File: src/rtl/hazard_control_unit_pkg.sv
// Shared definitions for the hazard control unit: FSM state encoding, control
// bundle constants and the legal range for the load-use latency.
package hazard_control_unit_pkg;

  typedef enum logic [1:0] {
    ST_IDLE     = 2'd0,
    ST_LD_STALL = 2'd1,
    ST_MEM_WAIT = 2'd2
  } hcu_state_e;

  localparam int LOAD_LAT_MIN = 1;
  localparam int LOAD_LAT_MAX = 7;

  // Wide enough to hold LOAD_LAT_MAX-1 remaining stall cycles.
  localparam int STALL_CNT_W = 3;

  typedef struct packed {
    logic pc_write;
    logic stall;
    logic noop;
    logic flush;
    logic freeze;
  } hcu_ctrl_t;

  localparam hcu_ctrl_t CTRL_RESET  = 5'b00000;
  localparam hcu_ctrl_t CTRL_RUN    = 5'b10000;
  localparam hcu_ctrl_t CTRL_STALL  = 5'b01100;
  localparam hcu_ctrl_t CTRL_FREEZE = 5'b01001;

  function automatic bit load_lat_legal(input int lat);
    return (lat >= LOAD_LAT_MIN) && (lat <= LOAD_LAT_MAX);
  endfunction

endpackage

File: src/rtl/hazard_perf_counter.sv
// Saturating event counter used for hazard statistics.
// Only present when HAZARD_PERF_EN is defined.
`ifdef HAZARD_PERF_EN
module hazard_perf_counter #(
  parameter int W = 32
) (
  input  logic         clk_i,
  input  logic         rst_i,
  input  logic         inc_i,
  output logic [W-1:0] count_o
);

  logic [W-1:0] count_q;
  logic [W-1:0] count_d;

  // Sticks at all-ones once reached.
  always_comb begin
    count_d = count_q;
    if (inc_i && !(&count_q)) begin
      count_d = count_q + W'(1);
    end
  end

  always_ff @(posedge clk_i or posedge rst_i) begin
    if (rst_i) begin
      count_q <= '0;
    end else begin
      count_q <= count_d;
    end
  end

  assign count_o = count_q;

endmodule
`endif

File: src/rtl/hazard_control_unit.sv
// Pipeline hazard controller: load-use stalls, memory-busy freeze, branch flush.
// Defining HAZARD_PERF_EN adds saturating stall/flush cycle counters.
module hazard_control_unit
  import hazard_control_unit_pkg::*;
#(
  parameter int REG_AW   = 5,
  parameter int LOAD_LAT = 1,
  parameter int CNT_W    = 32
) (
  input  logic              clk_i,
  input  logic              rst_i,
  input  logic              MemRead_i,
  input  logic [REG_AW-1:0] EX_Rd_i,
  input  logic [REG_AW-1:0] Rs1_i,
  input  logic [REG_AW-1:0] Rs2_i,
  input  logic              Rs1Used_i,
  input  logic              Rs2Used_i,
  input  logic              Branch_i,
  input  logic              MemBusy_i,
  output logic              PCWrite_o,
  output logic              Stall_o,
  output logic              NoOp_o,
  output logic              Flush_o,
  output logic              Freeze_o
`ifdef HAZARD_PERF_EN
  ,
  output logic [CNT_W-1:0]  StallCnt_o,
  output logic [CNT_W-1:0]  FlushCnt_o
`endif
);

  localparam logic [STALL_CNT_W-1:0] LAT_M1 = STALL_CNT_W'(LOAD_LAT - 1);

  generate
    if (!load_lat_legal(LOAD_LAT)) begin : g_bad_load_lat
      $error("hazard_control_unit: LOAD_LAT must be within 1..7");
    end
    if (CNT_W < 1) begin : g_bad_cnt_w
      $error("hazard_control_unit: CNT_W must be at least 1");
    end
  endgenerate

  hcu_state_e             state_q;
  hcu_state_e             state_d;
  hcu_state_e             eff_state;
  logic [STALL_CNT_W-1:0] cnt_q;
  logic [STALL_CNT_W-1:0] cnt_d;
  logic                   rs1_hit;
  logic                   rs2_hit;
  logic                   hit;
  hcu_ctrl_t              ctrl;

  assign rs1_hit = Rs1Used_i && (Rs1_i == EX_Rd_i);
  assign rs2_hit = Rs2Used_i && (Rs2_i == EX_Rd_i);
  assign hit     = MemRead_i && (EX_Rd_i != '0) && (rs1_hit || rs2_hit);

  // Once memory is ready again, MEM_WAIT behaves as whichever state its saved count implies.
  always_comb begin
    eff_state = state_q;
    if (state_q == ST_MEM_WAIT) begin
      eff_state = (cnt_q != '0) ? ST_LD_STALL : ST_IDLE;
    end
  end

  always_ff @(posedge clk_i or posedge rst_i) begin
    if (rst_i) begin
      state_q <= ST_IDLE;
      cnt_q   <= '0;
    end else begin
      state_q <= state_d;
      cnt_q   <= cnt_d;
    end
  end

  always_comb begin
    state_d = eff_state;
    cnt_d   = cnt_q;
    if (MemBusy_i) begin
      state_d = ST_MEM_WAIT;
    end else begin
      case (eff_state)
        ST_LD_STALL: begin
          if (cnt_q != '0) begin
            cnt_d = cnt_q - STALL_CNT_W'(1);
          end else begin
            state_d = ST_IDLE;
          end
        end
        default: begin
          state_d = ST_IDLE;
          if (hit) begin
            cnt_d   = LAT_M1;
            state_d = (LAT_M1 != '0) ? ST_LD_STALL : ST_IDLE;
          end
        end
      endcase
    end
  end

  // Outputs depend on rst_i directly so they clear without waiting for a clock.
  always_comb begin
    ctrl = CTRL_RUN;
    if (rst_i) begin
      ctrl = CTRL_RESET;
    end else if (MemBusy_i) begin
      ctrl = CTRL_FREEZE;
    end else begin
      case (eff_state)
        ST_LD_STALL: begin
          if (cnt_q != '0) begin
            ctrl = CTRL_STALL;
          end
        end
        default: begin
          if (hit) begin
            ctrl = CTRL_STALL;
          end
        end
      endcase
    end
    ctrl.flush = Branch_i && !ctrl.stall && !ctrl.freeze && !rst_i;
  end

  assign PCWrite_o = ctrl.pc_write;
  assign Stall_o   = ctrl.stall;
  assign NoOp_o    = ctrl.noop;
  assign Flush_o   = ctrl.flush;
  assign Freeze_o  = ctrl.freeze;

`ifdef HAZARD_PERF_EN
  hazard_perf_counter #(
    .W(CNT_W)
  ) u_stall_cnt (
    .clk_i  (clk_i),
    .rst_i  (rst_i),
    .inc_i  (Stall_o),
    .count_o(StallCnt_o)
  );

  hazard_perf_counter #(
    .W(CNT_W)
  ) u_flush_cnt (
    .clk_i  (clk_i),
    .rst_i  (rst_i),
    .inc_i  (Flush_o),
    .count_o(FlushCnt_o)
  );
`endif

endmodule

File: config.mk
export PLATFORM = sky130hd
export DESIGN_NAME = hazard_control_unit
export DESIGN_NICKNAME = d
export VERILOG_FILES = /design/src/rtl/hazard_control_unit_pkg.sv /design/src/rtl/hazard_perf_counter.sv /design/src/rtl/hazard_control_unit.sv
export SDC_FILE = /design/constraint.sdc
export NUM_CORES = 1
export LEC_CHECK = 0
export ABC_AREA = 1
export CAP_MARGIN = 20
export CORE_MARGIN = 3
export CORE_UTILIZATION = 42
export DETAILED_ROUTE_END_ITERATION = 8
export HOLD_SLACK_MARGIN = 0.12
export MAX_ROUTING_LAYER = met4
export PLACE_DENSITY_LB_ADDON = 0.05
export SLEW_MARGIN = 5
export SYNTH_ARGS = -nofsm -noshare
export SYNTH_HDL_FRONTEND = slang
export SYNTH_HIERARCHICAL = 1
export SYNTH_SLANG_ARGS = --single-unit
File: constraint.sdc
create_clock -name clk_i -period 4.2 [get_ports clk_i]
set_input_delay 1.26 -clock clk_i [delete_from_list [all_inputs] [get_ports clk_i]]
set_output_delay 1.26 -clock clk_i [all_outputs]
set_load 0.01 [all_outputs]
==> impl_table.tex <==
\begin{tabular}{lr}
\hline
Metric & Value \\
\hline
\multicolumn{2}{l}{\textbf{Outcome}} \\
Outcome & finished clean \\
\multicolumn{2}{l}{\textbf{Detailed routing}} \\
Routed wire length on met2 & between 600 and 700 um \\
Sum of met3 wire segment lengths after detailed routing & 111 um \\
DRC & 0 \\
DRT iter0 DRCs & 5 \\
Post-DR vias/cell & 4.32 \\
Highest Signal Layer & met3 \\
Via total after detailed routing & 640 \\
Post-route ant nets & 0 \\
Avg WL per Cell & 9.02 um \\
First-pass iteration count of the detailed router & 4 \\
Total wire length & roughly 1300 um \\
Met1 wire length & between 600 and 700 um \\
\multicolumn{2}{l}{\textbf{Worst setup path}} \\
Crit path kind & in2out \\
Type of element launching the critical path & input port \\
Crit-path slowest cell & sky130\_fd\_sc\_hd\_\_clkdlybuf4s50\_1 \\
Launching point of the worst reg2reg path & cnt\_q[0] \\
Delay of the slowest cell on the worst path & around 520 ps \\
CP delay by family, top & buffers and inverters \\
Required time of the critical path & 2940 ps \\
FF-to-FF End & cnt\_q[1] \\
Maximum fanout encountered on the critical timing path & 3 \\
Cell count of the worst reg-to-reg path & 13 \\
Kind of end point of the critical path & output port \\
Worst Path Arrival & $\sim$2800 ps \\
WP buf/inv & 3 \\
Cell-by-cell listing of the critical path & clkdlybuf4s50\_1, inv\_2, nand2\_1, nand2\_1, nor2\_1, nand3\_1, nand2\_1, nand2\_2, nand2\_4, nand2\_4, nor2\_2, dlygate4sd2\_1 \\
Most common cell on crit path & sky130\_fd\_sc\_hd\_\_nand2\_1 \\
Flop2flop setup slack & 2480 ps \\
\multicolumn{2}{l}{\textbf{STA}} \\
Final number of max-transition violations & 0 \\
Final-report hold violation count & 0 \\
Final setup violation count & 0 \\
Final critical path time including I/O delays and setup & between 4000 and 5000 ps \\
Fraction of the cycle the final worst path needs & between 90\% and 100\% \\
Maximum clock rate & about 250 MHz \\
Slew of the pin with the lowest slew margin & about 250 ps \\
Maximum clock skew at final layout & about 2 ps \\
Unrepaired setup endpoints after global routing & no \\
WHS & around 470 ps \\
Tightest slew margin relative to the limit & slightly above 80\% \\
PnR worst setup slack & between 150 and 200 ps \\
\multicolumn{2}{l}{\textbf{Cells and area}} \\
Nets & between 150 and 200 \\
Post-route design area & 890 sq um \\
Number of filler cells placed in the layout & about 110 \\
Sequential cell area & 125 sq um \\
Fraction of final layout cells sized beyond drive strength 1 & approximately 16\% \\
Area occupied by multi-input gates & about 350 sq um \\
Signed area change from the synthesized netlist to the final layout & 56.3\% \\
Antenna Cells & 0 \\
Non-Filler Instances & 148 \\
\multicolumn{2}{l}{\textbf{Synth}} \\
Synthesized Nets & between 100 and 150 \\
Synthesis Warnings & 6 \\
Synth Instances & 102 \\
Fraction of post-synthesis cell area in the top cell type by area & 24.4\% \\
Leading area contributor after synthesis & sky130\_fd\_sc\_hd\_\_nand2\_1 \\
Post-synthesis sequential element count & 5 \\
Seq/Total Area, Yosys & 22.0\% \\
Cell Area, Synth & 569 sq um \\
Synth top area cells & sky130\_fd\_sc\_hd\_\_nand2\_1, sky130\_fd\_sc\_hd\_\_dfrtp\_1, sky130\_fd\_sc\_hd\_\_inv\_1 \\
Mean instance size in the synthesized netlist & between 5 and 6 sq um \\
Distinct cell type count of the synthesized netlist & 14 \\
\multicolumn{2}{l}{\textbf{Placed design}} \\
Area after DPL & between 800 and 900 sq um \\
Total instance count after detailed placement & roughly 140 \\
Routability-driven placement congestion ratio & between 0.8 and 0.9 \\
Post-Place Worst Slack & -89.1 ps \\
Quantity of I/O buffers inserted on ports & 26 \\
Estimated wirelength of the detail-placed design & 1160 um \\
\multicolumn{2}{l}{\textbf{Power and ir drop}} \\
Leakage power of the design & $\sim$0.56 nW \\
Areal power density over the cells & approximately 180 mW/mm\^{}2 \\
Switching Share & between 20\% and 30\% \\
Logic gate share of total power & between 30\% and 40\% \\
Clock group share of total power & a little over a third \\
Switch Pwr & $\sim$45 uW \\
Maximum ir drop on the vdd rail & about 190 uV \\
Part of the power in registers & between 30 and 40\% \\
P\_int & $\sim$110 uW \\
\multicolumn{2}{l}{\textbf{Clocking}} \\
Skew-Pair Late Insertion Delay & 240 ps \\
Root buffer cell & sky130\_fd\_sc\_hd\_\_clkbuf\_4 \\
Number of CTS-inserted buffers & 3 \\
Clock transition at path regs & approximately 40 ps \\
Total setup buffers inserted after CTS & 0 \\
H-tree levels & 1 \\
TritonCTS clock tree & yes \\
Clk sink count & 5 \\
Clock tree buffer depth & 2 \\
\multicolumn{2}{l}{\textbf{Die}} \\
Area of the core & $\sim$0.0012 sq mm \\
I/O pin count & 27 \\
Initial Util & 48.0\% \\
FP Rows & 12 \\
Floorplan die height & $\sim$43 um \\
Width of the die & roughly 43 um \\
Die ar. & 0.00183 sq mm \\
\multicolumn{2}{l}{\textbf{Global route}} \\
Remaining Overflow, GRT & 0 \\
Largest net degree at the start of global routing & 8 \\
GRT Util Overall & roughly 16\% \\
First-pass GRT wire length & $\sim$2200 um \\
Via count of the first global-routing pass & just under 600 \\
Number of antenna violations at the first check in global routing & 0 \\
\multicolumn{2}{l}{\textbf{Hold path}} \\
Start point of the worst hold path & cnt\_q[2] \\
Terminating pin of the worst hold path & cnt\_q[2] \\
Type of the tightest min-delay check & reg2reg \\
Worst Hold Path Cells & 2 \\
\multicolumn{2}{l}{\textbf{Run}} \\
Number of max-cap violations & 0 \\
\hline
\end{tabular}
[cells in the mapped netlist]
master                     instances
sky130_fd_sc_hd__o21ai_4           1
sky130_fd_sc_hd__nand3_1           7
sky130_fd_sc_hd__nand4_1           1
sky130_fd_sc_hd__inv_1            21
sky130_fd_sc_hd__dfrtp_1           5
sky130_fd_sc_hd__nand2_2           2
sky130_fd_sc_hd__nand2_1          37
sky130_fd_sc_hd__nor3_1            1
sky130_fd_sc_hd__inv_2             4
sky130_fd_sc_hd__nor2_1           13
sky130_fd_sc_hd__ha_1              2
sky130_fd_sc_hd__nor2_2            4
sky130_fd_sc_hd__nand2_4           3
sky130_fd_sc_hd__clkbuf_1          1
[cell type report]
class | count | share of cell area [%]
Clock buffer | 4 | 2.95
Timing Repair Buffer | 29 | 30.9
Multi-Input combinational cell | 71 | 39.5
Sequential cell | 5 | 14.1
Tap cell | 14 | 1.97
Inverter | 25 | 10.5
[how the worst max path moves through the flow]
| stage | depth (start not counted) | slack [ps] | to | startpoint |
|---|---|---|---|---|
| finish | 12 | 180 | NoOp_o | EX_Rd_i[4] |
| global route | 12 | 20 | NoOp_o | EX_Rd_i[3] |
| CTS | 12 | 170 | NoOp_o | EX_Rd_i[4] |
| detailed placement | 12 | -90 | NoOp_o | EX_Rd_i[4] |
| global placement | 12 | -50 | NoOp_o | EX_Rd_i[4] |
| floorplan | 7 | 970 | Flush_o | EX_Rd_i[4] |
[logic make-up after synthesis]
kind of cell,count (synthesis),synth area share [%]
adders and majority gates,2,4.39
buffers and inverters,26,17.1
AOI/OAI and AO/OA,1,2.86
and+or+nand+nor,68,53.6
DFF,5,22.0
[metal layers]
metal  up-vias  GRT usage, %
met5         -             -
met2        23          25.4
met1       259          20.0
met3         0          5.93
li1        358             -
met4         0             0
[sequential cells by signal (all words and copies together), names as in the netlist]
| register | cells |
|---|---|
| cnt_q | 3 |
| state_q | 2 |
[worst register-to-register path, cell delays in order, from the launching register on]
cell                      delay (ps)
sky130_fd_sc_hd__dfrtp_1         390
sky130_fd_sc_hd__inv_1            60
sky130_fd_sc_hd__ha_1            140
sky130_fd_sc_hd__ha_1            170
sky130_fd_sc_hd__nor2_2           60
sky130_fd_sc_hd__o21ai_4         180
sky130_fd_sc_hd__nand2_2          70
sky130_fd_sc_hd__nor2_2           90
sky130_fd_sc_hd__nand2_2          90
sky130_fd_sc_hd__nand2_4          70
sky130_fd_sc_hd__nand2_4          40
sky130_fd_sc_hd__buf_4           140
sky130_fd_sc_hd__nand2_1          50
sky130_fd_sc_hd__nand2_1          50
[per-stage QoR]
stage	utilization (%)	setup TNS, ps	total power, mW
after floorplan	-	0	0.0734
after global placement	73.0	-74.6	0.103
after detailed placement	73.0	-258	0.105
after CTS	75.0	0	0.160
after global routing	75.0	0	0.169
final	75.0	0	0.159
[power by group through the flow]
stage | logic [mW] | clock network, mW | registers, mW
after CTS | 0.0531 | 0.0576 | 0.0496
after global routing | 0.0592 | 0.0604 | 0.0497
final | 0.0526 | 0.0563 | 0.0496
after global placement | 0.0531 | 0 | 0.0503
after floorplan | 0.0232 | 0 | 0.0503
after detailed placement | 0.0543 | 0 | 0.0504
[timing repair]
item	CTS	global route
hold buffers	0	0
endpoints found under the setup margin	4	0
resized for setup	7	0
[cell usage in the layout, fill, tap and decap left out]
cell / n
sky130_fd_sc_hd__dlygate4sd2_1: 6
sky130_fd_sc_hd__nand4_1: 1
sky130_fd_sc_hd__nor3_2: 1
sky130_fd_sc_hd__nor2_1: 13
sky130_fd_sc_hd__clkbuf_4: 3
sky130_fd_sc_hd__buf_4: 3
sky130_fd_sc_hd__nand2_4: 3
sky130_fd_sc_hd__nand2_2: 2
sky130_fd_sc_hd__o21ai_4: 1
sky130_fd_sc_hd__inv_2: 4
sky130_fd_sc_hd__nand2_1: 37
sky130_fd_sc_hd__nor2_2: 4
sky130_fd_sc_hd__clkbuf_1: 1
sky130_fd_sc_hd__nand3_1: 7
sky130_fd_sc_hd__dfrtp_1: 5
sky130_fd_sc_hd__clkdlybuf4s50_1: 20
sky130_fd_sc_hd__ha_1: 2
sky130_fd_sc_hd__inv_1: 21
Note: power is estimated with default switching activity, not from simulation.
